## config.mk

```make
export PLATFORM = sky130hd
export DESIGN_NAME = mole_spawner
export DESIGN_NICKNAME = d
export VERILOG_FILES = /design/src/rtl/mole_spawner.sv
export SDC_FILE = /design/constraint.sdc
export NUM_CORES = 1
export LEC_CHECK = 0
export BUFFER_PORTS_ARGS = -buffer_cell sky130_fd_sc_hd__buf_2
export CAP_MARGIN = 20
export CORE_ASPECT_RATIO = 0.8
export CORE_MARGIN = 5
export CORE_UTILIZATION = 56
export DETAILED_ROUTE_END_ITERATION = 7
export PLACE_DENSITY = 0.79
export SLEW_MARGIN = 5
export SYNTH_ARGS = -nofsm -noshare
export SYNTH_HDL_FRONTEND = slang
export SYNTH_SLANG_ARGS = --single-unit
```

## constraint.sdc

```tcl
create_clock -name clk -period 6.4 [get_ports clk]
set_clock_uncertainty 0.15 [all_clocks]
set_input_delay 0.96 -clock clk [delete_from_list [all_inputs] [get_ports clk]]
set_output_delay 0.96 -clock clk [all_outputs]
set_load 0.01 [all_outputs]
```

## src/rtl/mole_spawner.sv

```systemverilog
// Mole scheduler for the whack-a-mole game: draws gap lengths and hole positions
// from the random stream, judges clicks against the mole box and keeps score/misses.
module mole_spawner #(
  parameter int unsigned X0         = 112,
  parameter int unsigned Y0         = 184,
  parameter int unsigned X_STEP     = 200,
  parameter int unsigned Y_STEP     = 200,
  parameter int unsigned MOLE_W     = 96,
  parameter int unsigned MOLE_H     = 96,
  parameter int unsigned UP_CYCLES  = 65_000_000,
  parameter int unsigned HIT_CYCLES = 16_250_000,
  parameter int unsigned WAIT_BASE  = 32_500_000,
  parameter int unsigned WAIT_UNIT  = 65_000,
  parameter int unsigned MAX_MISS   = 3
) (
  input  logic        clk,
  input  logic        rst,
  input  logic [9:0]  random_number,
  input  logic        start,
  input  logic        mouse_left,
  input  logic [11:0] mouse_xpos,
  input  logic [11:0] mouse_ypos,
  output logic        mole_visible,
  output logic        mole_hit,
  output logic [10:0] mole_xpos,
  output logic [10:0] mole_ypos,
  output logic [7:0]  score,
  output logic [1:0]  misses,
  output logic        game_over
);

  typedef enum logic [2:0] {
    S_IDLE,
    S_GAP,
    S_UP,
    S_HIT,
    S_OVER
  } state_t;

  state_t      state_q, state_d;
  logic [31:0] cnt_q, cnt_d;
  logic [7:0]  score_q, score_d;
  logic [1:0]  misses_q, misses_d;
  logic [2:0]  prev_q, prev_d;
  logic [10:0] xpos_q, xpos_d;
  logic [10:0] ypos_q, ypos_d;
  logic        visible_q, hit_q, over_q;

  logic [31:0] gap_load;
  logic [2:0]  idx;
  logic [11:0] x_lo, x_hi, y_lo, y_hi;
  logic        click_hit;
  logic [1:0]  misses_inc;

  assign gap_load   = 32'(WAIT_BASE) + 32'(random_number) * 32'(WAIT_UNIT);
  // Never reuse the previous hole: bump to the next one (wraps 7 -> 0).
  assign idx        = (random_number[2:0] == prev_q) ? random_number[2:0] + 3'd1
                                                     : random_number[2:0];
  assign x_lo       = {1'b0, xpos_q};
  assign x_hi       = x_lo + 12'(MOLE_W);
  assign y_lo       = {1'b0, ypos_q};
  assign y_hi       = y_lo + 12'(MOLE_H);
  assign click_hit  = mouse_left && (mouse_xpos >= x_lo) && (mouse_xpos < x_hi)
                                 && (mouse_ypos >= y_lo) && (mouse_ypos < y_hi);
  assign misses_inc = misses_q + 2'd1;

  always_comb begin
    state_d  = state_q;
    cnt_d    = cnt_q;
    score_d  = score_q;
    misses_d = misses_q;
    prev_d   = prev_q;
    xpos_d   = xpos_q;
    ypos_d   = ypos_q;
    case (state_q)
      S_IDLE, S_OVER: begin
        if (start) begin
          state_d  = S_GAP;
          score_d  = '0;
          misses_d = '0;
          cnt_d    = gap_load;
        end
      end
      S_GAP: begin
        if (cnt_q == '0) begin
          state_d = S_UP;
          prev_d  = idx;
          xpos_d  = 11'(X0 + X_STEP * 32'(idx[1:0]));
          ypos_d  = 11'(Y0 + Y_STEP * 32'(idx[2]));
          cnt_d   = UP_CYCLES - 1;
        end else begin
          cnt_d = cnt_q - 32'd1;
        end
      end
      S_UP: begin
        // A hit takes precedence over the timeout on the final cycle.
        if (click_hit) begin
          state_d = S_HIT;
          score_d = (score_q == '1) ? score_q : score_q + 8'd1;
          cnt_d   = HIT_CYCLES - 1;
        end else if (cnt_q == '0) begin
          misses_d = misses_inc;
          if (32'(misses_inc) == MAX_MISS) begin
            state_d = S_OVER;
          end else begin
            state_d = S_GAP;
            cnt_d   = gap_load;
          end
        end else begin
          cnt_d = cnt_q - 32'd1;
        end
      end
      S_HIT: begin
        if (cnt_q == '0) begin
          state_d = S_GAP;
          cnt_d   = gap_load;
        end else begin
          cnt_d = cnt_q - 32'd1;
        end
      end
      default: state_d = S_IDLE;
    endcase
  end

  always_ff @(posedge clk) begin
    if (rst) begin
      state_q   <= S_IDLE;
      cnt_q     <= '0;
      score_q   <= '0;
      misses_q  <= '0;
      prev_q    <= '0;
      xpos_q    <= '0;
      ypos_q    <= '0;
      visible_q <= 1'b0;
      hit_q     <= 1'b0;
      over_q    <= 1'b0;
    end else begin
      state_q   <= state_d;
      cnt_q     <= cnt_d;
      score_q   <= score_d;
      misses_q  <= misses_d;
      prev_q    <= prev_d;
      xpos_q    <= xpos_d;
      ypos_q    <= ypos_d;
      visible_q <= (state_d == S_UP) || (state_d == S_HIT);
      hit_q     <= (state_d == S_HIT);
      over_q    <= (state_d == S_OVER);
    end
  end

  assign mole_visible = visible_q;
  assign mole_hit     = hit_q;
  assign mole_xpos    = xpos_q;
  assign mole_ypos    = ypos_q;
  assign score        = score_q;
  assign misses       = misses_q;
  assign game_over    = over_q;

endmodule
```

==> flow_metrics.py, run 1 <==
metrics = {
    "outcome": {
        "status": "finished, final reports clean",
    },
    "sta": {
        "hold_violations": 0,
        "setup_viol": 0,
        "finalMaxSlewViolations": 0,
        "period_share": 0.956,
        "finalCriticalPeriod_ns": 6.12,
        "tns_ns": 0,
        "fmax_mhz": 163,
        "tightest_slew_ns": 1.17,
        "relSlewSlack": 0.220,
    },
    "drt": {
        "drc": 0,
        "via_count": 7344,
        "drt_first_pass_iters": 5,
        "wirelength_um": 19900,
        "via_per_inst": 6.00,
        "antenna_left": 0,
        "drtIter0Drc": 497,
        "avgRoutedWirePerCell_um": 16.3,
    },
    "setup_path": {
        "worstSetupEndpointType": "flop",
        "cp_max_fo": 4,
        "start_kind": "input pin",
        "cp.required_ns": 6.47,
        "worstPathArrival_ns": 6.19,
        "worstSetupPathType": "in2reg",
    },
    "cts": {
        "clockBufferDepth": 2,
        "hold_buffers": 0,
        "clock_latency_ns": 0.33,
        "cts.sinks": 59,
        "cts_tree": "done",
        "clk_pin_slew_worst_paths_ns": 0.06,
        "cts-root-buf": "clkbuf_16",
        "cts-buffers-inserted": 9,
        "htree_levels": 3,
    },
    "synthesis": {
        "async_flop_share": 0,
        "synth_cell_types": 84,
        "netlist_area_um2": 7750,
        "ys_seq_area_frac": 0.152,
        "synth_top_cell_area_share": 0.168,
        "synth_ff_type": "dfxtp_1",
        "synth-edff-count": 0,
        "synth_area_leaders": "ha_1, dfxtp_1, fa_1",
        "ys_warn_count": 0,
        "synth_area_leader_cell": "ha_1",
        "ys_ff_latch": 59,
        "synth.avg_cell_area_um2": 8.28,
        "synthesis.instances": 936,
    },
    "placement": {
        "place_area_um2": 8550,
        "globalplace.congestion": 0.922,
        "hpwl_um": 15800,
        "dp.cells": 1205,
        "port_buffers": 63,
    },
    "floorplan": {
        "die_h_um": 115,
        "io_pins": 73,
        "rows": 38,
        "dieArea_um2": 16300,
        "core-area_um2": 13600,
        "die_w_um": 142,
        "start_util": 0.572,
    },
    "flow_run": {
        "maxCapViolations": 0,
    },
    "global_routing": {
        "grt_max_degree": 55,
        "grt_pass1_vias": 6972,
        "grt_antenna_before_repair": 0,
        "grt_overflow": 0,
        "grt_pass1_wl_um": 33200,
        "grt_util_all_layers": 0.247,
    },
    "min_path": {
        "hp-class": "reg2reg",
    },
    "finish": {
        "final-instance-count-excl-fill": 1223,
        "final_util": 0.664,
        "layout_commonest_cell": "ha_1",
        "final_area_um2": 9000,
        "layout-drive-gt1-share": 0.188,
        "most-common-layout-cells": "ha_1, inv_1, nor2_1",
        "antenna_cells": 0,
        "nets": 1228,
        "syn2layout_area_growth_pct": 16.1,
    },
}
-- flip-flops by register name, summed over array words and instances (netlist names) --
| register | cells |
|---|---|
| mole_visible | 1 |
| mole_ypos | 3 |
| mole_xpos | 6 |
| prev_q | 2 |
| mole_hit | 1 |
| misses | 2 |
| game_over | 1 |
| state_q | 3 |
| score | 8 |
| cnt_q | 32 |
-- logic make-up after synthesis --
group,count (synthesis),share of synthesized area
DFF,59,0.152
and+or+nand+nor,293,0.204
muxes,7,0.00952
adders and majority gates,153,0.293
xor gates and xnor gates,61,0.0689
buffers and inverters,139,0.0772
other,1,0.000484
AOI/OAI and AO/OA,223,0.194
-- per-layer routing --
metal	global-route usage	vias up	routed length [um]
met5	0	-	0
met4	0.0531	0	322
met3	0.0599	30	1690
met2	0.387	271	8720
met1	0.347	3492	9170
li1	-	3551	-
-- layout make-up --
| class | instances | area, um^2 |
|---|---|---|
| multi-input combinational | 746 | 6120 |
| fill | 1098 | 4550 |
| sequential | 59 | 1180 |
| timing repair buffer | 127 | 793 |
| inverter | 95 | 357 |
| clock buffer | 9 | 225 |
| tap | 180 | 225 |
| clock inverter | 7 | 100 |
-- critical path, cell delays in order --
cell and delay [ns]:
buf_2 0.09, inv_1 0.07, fa_1 0.49, buf_4 0.15, xnor2_1 0.22, ha_1 0.29
fa_1 0.51, fa_1 0.54, inv_1 0.05, fa_1 0.49, inv_1 0.04, ha_1 0.32
o21a_1 0.17, o2111ai_1 0.10, buf_4 0.17, a21oi_1 0.17, o41ai_2 0.12, a2111oi_2 0.43
nand3_1 0.19, a21oi_2 0.16, xor2_1 0.08, a2111oi_1 0.36
-- synth_stat cells, drive strengths merged, types with 4 or more instances --
cell,count
clkbuf,21
a221oi,4
nor2,76
a211oi,26
a21oi,65
a2111oi,7
o211ai,4
inv,95
fa,48
a21o,12
o22ai,6
xor2,20
nor3b,7
or4,4
and3,6
mux2i,4
nor4b,6
o41ai,4
nand3b,6
o21ai,45
ha,104
nand2b,10
or2,4
and2,7
nand2,57
nand4b,6
xnor2,41
or3,11
nand3,19
nand4,15
a31oi,8
nor4,12
dfxtp,59
nor3,36
o21a,8
buf,23
-- final timing paths --
kind	start	cells past startpoint	slack, ns	endpoint
setup / recovery	random_number[7]	22	0.28	cnt_q[25]
hold reg to reg	cnt_q[28]	2	0.33	cnt_q[28]
setup reg to reg	mole_xpos[5]	13	2.57	cnt_q[18]
hold / removal	cnt_q[28]	2	0.33	cnt_q[28]
-- per-stage QoR --
stage	setup WS [ns]	hold slack [ns]
final	0.278	0.326
after global routing	-0.0186	0.343
after CTS	0.107	0.327
after detailed placement	-0.215	0.306
after global placement	-0.0828	0.312
after floorplan	0.0507	0.293
-- repair_timing --
| item | 4_1_cts | 5_1_grt |
|---|---|---|
| setup endpoints to repair | 0 | 11 |
| resized for setup | 0 | 28 |
| setup buffers | 0 | 1 |
Power of run 1 is not shown: default switching activity piles up to over one toggle a cycle in this logic, so the estimate is an artifact.
==> run 2: changes to the inputs <==
--- a/config.mk
+++ b/config.mk
@@ -10,7 +10,9 @@
 export CORE_ASPECT_RATIO = 0.8
 export CORE_MARGIN = 5
 export CORE_UTILIZATION = 56
+export CTS_CLUSTER_DIAMETER = 40
 export DETAILED_ROUTE_END_ITERATION = 7
+export MAX_ROUTING_LAYER = met4
 export PLACE_DENSITY = 0.79
 export SLEW_MARGIN = 5
 export SYNTH_ARGS = -nofsm -noshare
==> flow_metrics.py, run 2 (synthesized netlist as in run 1, its figures left out) <==
metrics = {
    "finish": {
        "nets": 1226,
        "final-instance-count-excl-fill": 1221,
        "multiInputGateArea_um2": 6080,
        "top_register": "cnt_q",
        "largest_register_ffs": 32,
        "most-common-layout-cells": "ha_1, inv_1, nor2_1",
        "layout_commonest_cell": "ha_1",
        "seq_area_um2": 1180,
        "layout-drive-gt1-share": 0.178,
        "nFillCells": 1098,
        "antenna_cells": 0,
        "syn2layout_area_growth_pct": 15.5,
        "final_area_um2": 8950,
    },
    "placement": {
        "place_area_um2": 8540,
        "globalplace.congestion": 0.951,
        "place_ws_ns": -0.269,
        "port_buffers": 63,
        "dp.cells": 1204,
        "hpwl_um": 16000,
    },
    "floorplan": {
        "dieArea_um2": 16300,
        "rows": 38,
        "die_h_um": 115,
        "start_util": 0.572,
        "core-area_um2": 13600,
        "die_w_um": 142,
        "io_pins": 73,
    },
    "cts": {
        "cts-root-buf": "clkbuf_16",
        "clk_pin_slew_worst_paths_ns": 0.05,
        "clockBufferDepth": 2,
        "post_cts_buffers": 0,
        "cts_tree": "done",
        "htree_levels": 3,
        "cts.sinks": 59,
        "cts-buffers-inserted": 9,
        "clock_latency_ns": 0.34,
        "cts_resized": 0,
        "hold_buffers": 0,
    },
    "global_routing": {
        "grt_util_all_layers": 0.255,
        "grt_overflow": 0,
        "grt_pass1_vias": 6863,
        "grt_pass1_wl_um": 33100,
        "grt_max_degree": 55,
        "grt_antenna_before_repair": 0,
    },
    "sta": {
        "finalMaxSlewViolations": 0,
        "tns_ns": 0,
        "layout_setup_ws_ns": 0.262,
        "tightest_slew_ns": 1.03,
        "hold_violations": 0,
        "period_share": 0.959,
        "fmax_mhz": 163,
        "relSlewSlack": 0.314,
        "setup_viol": 0,
        "finalCriticalPeriod_ns": 6.14,
    },
    "setup_path": {
        "start_kind": "input pin",
        "cp.required_ns": 6.53,
        "worstPathArrival_ns": 6.27,
        "worstSetupEndpointType": "flop",
        "worstSetupPathType": "in2reg",
        "cp_max_fo": 4,
    },
    "drt": {
        "antenna_left": 0,
        "wirelength_um": 19800,
        "drc": 0,
        "avgRoutedWirePerCell_um": 16.3,
        "drtIter0Drc": 688,
        "via_count": 7285,
        "drt_first_pass_iters": 5,
        "via_per_inst": 5.97,
    },
    "flow_run": {
        "maxCapViolations": 0,
    },
    "min_path": {
        "hp-class": "reg2reg",
    },
    "outcome": {
        "status": "finished, final reports clean",
    },
}
[run 2: layout make-up]
| class | count | share of cell area |
|---|---|---|
| multi-input cells | 746 | 0.680 |
| flip-flops and latches | 59 | 0.132 |
| inverters | 95 | 0.0398 |
| repair buffers | 125 | 0.0870 |
| clock buffers | 9 | 0.0252 |
| clock inverters | 7 | 0.0112 |
| well taps | 180 | 0.0252 |
[run 2: routing by layer]
layer  track usage  wire length, um  vias to the layer above  share of wire
li1              -                -                     3534              -
met1         0.342             8790                     3425           0.44
met2         0.383             8790                      296           0.44
met3        0.0715             1880                       30          0.095
met4        0.0639              382                        0          0.019
met5             -                0                        -              0
[run 2: stage by stage]
step           hold WS, ns  utilization
2_1_floorplan        0.293            -
3_3_place_gp         0.310        0.630
3_5_place_dp         0.310        0.630
4_1_cts              0.331        0.654
5_1_grt              0.349        0.660
6_report             0.328        0.660
[run 2: final timing paths]
path                                        from   endpoint  slack [ns]  depth (start not counted)
worst min register to register         cnt_q[27]  cnt_q[27]        0.33                          2
worst max-delay path            random_number[8]  cnt_q[26]        0.26                         21
worst max register to register      mole_xpos[5]  cnt_q[23]        2.49                         14
worst min-delay path                   cnt_q[27]  cnt_q[27]        0.33                          2
[run 2: critical path: stages]
cell and delay (ns):
buf_2 0.10, inv_1 0.10, fa_1 0.45, buf_4 0.15, xnor2_1 0.20, ha_1 0.28, fa_1 0.51, fa_1 0.54
inv_1 0.05, fa_1 0.49, inv_1 0.04, ha_1 0.33, a21oi_1 0.19, nand2_1 0.09, a31oi_2 0.25, o21ai_0 0.20
a221o_1 0.35, a21oi_1 0.20, xnor2_1 0.20, nor4bb_1 0.44, a211o_1 0.15
Power of run 2 is left out for the same reason.
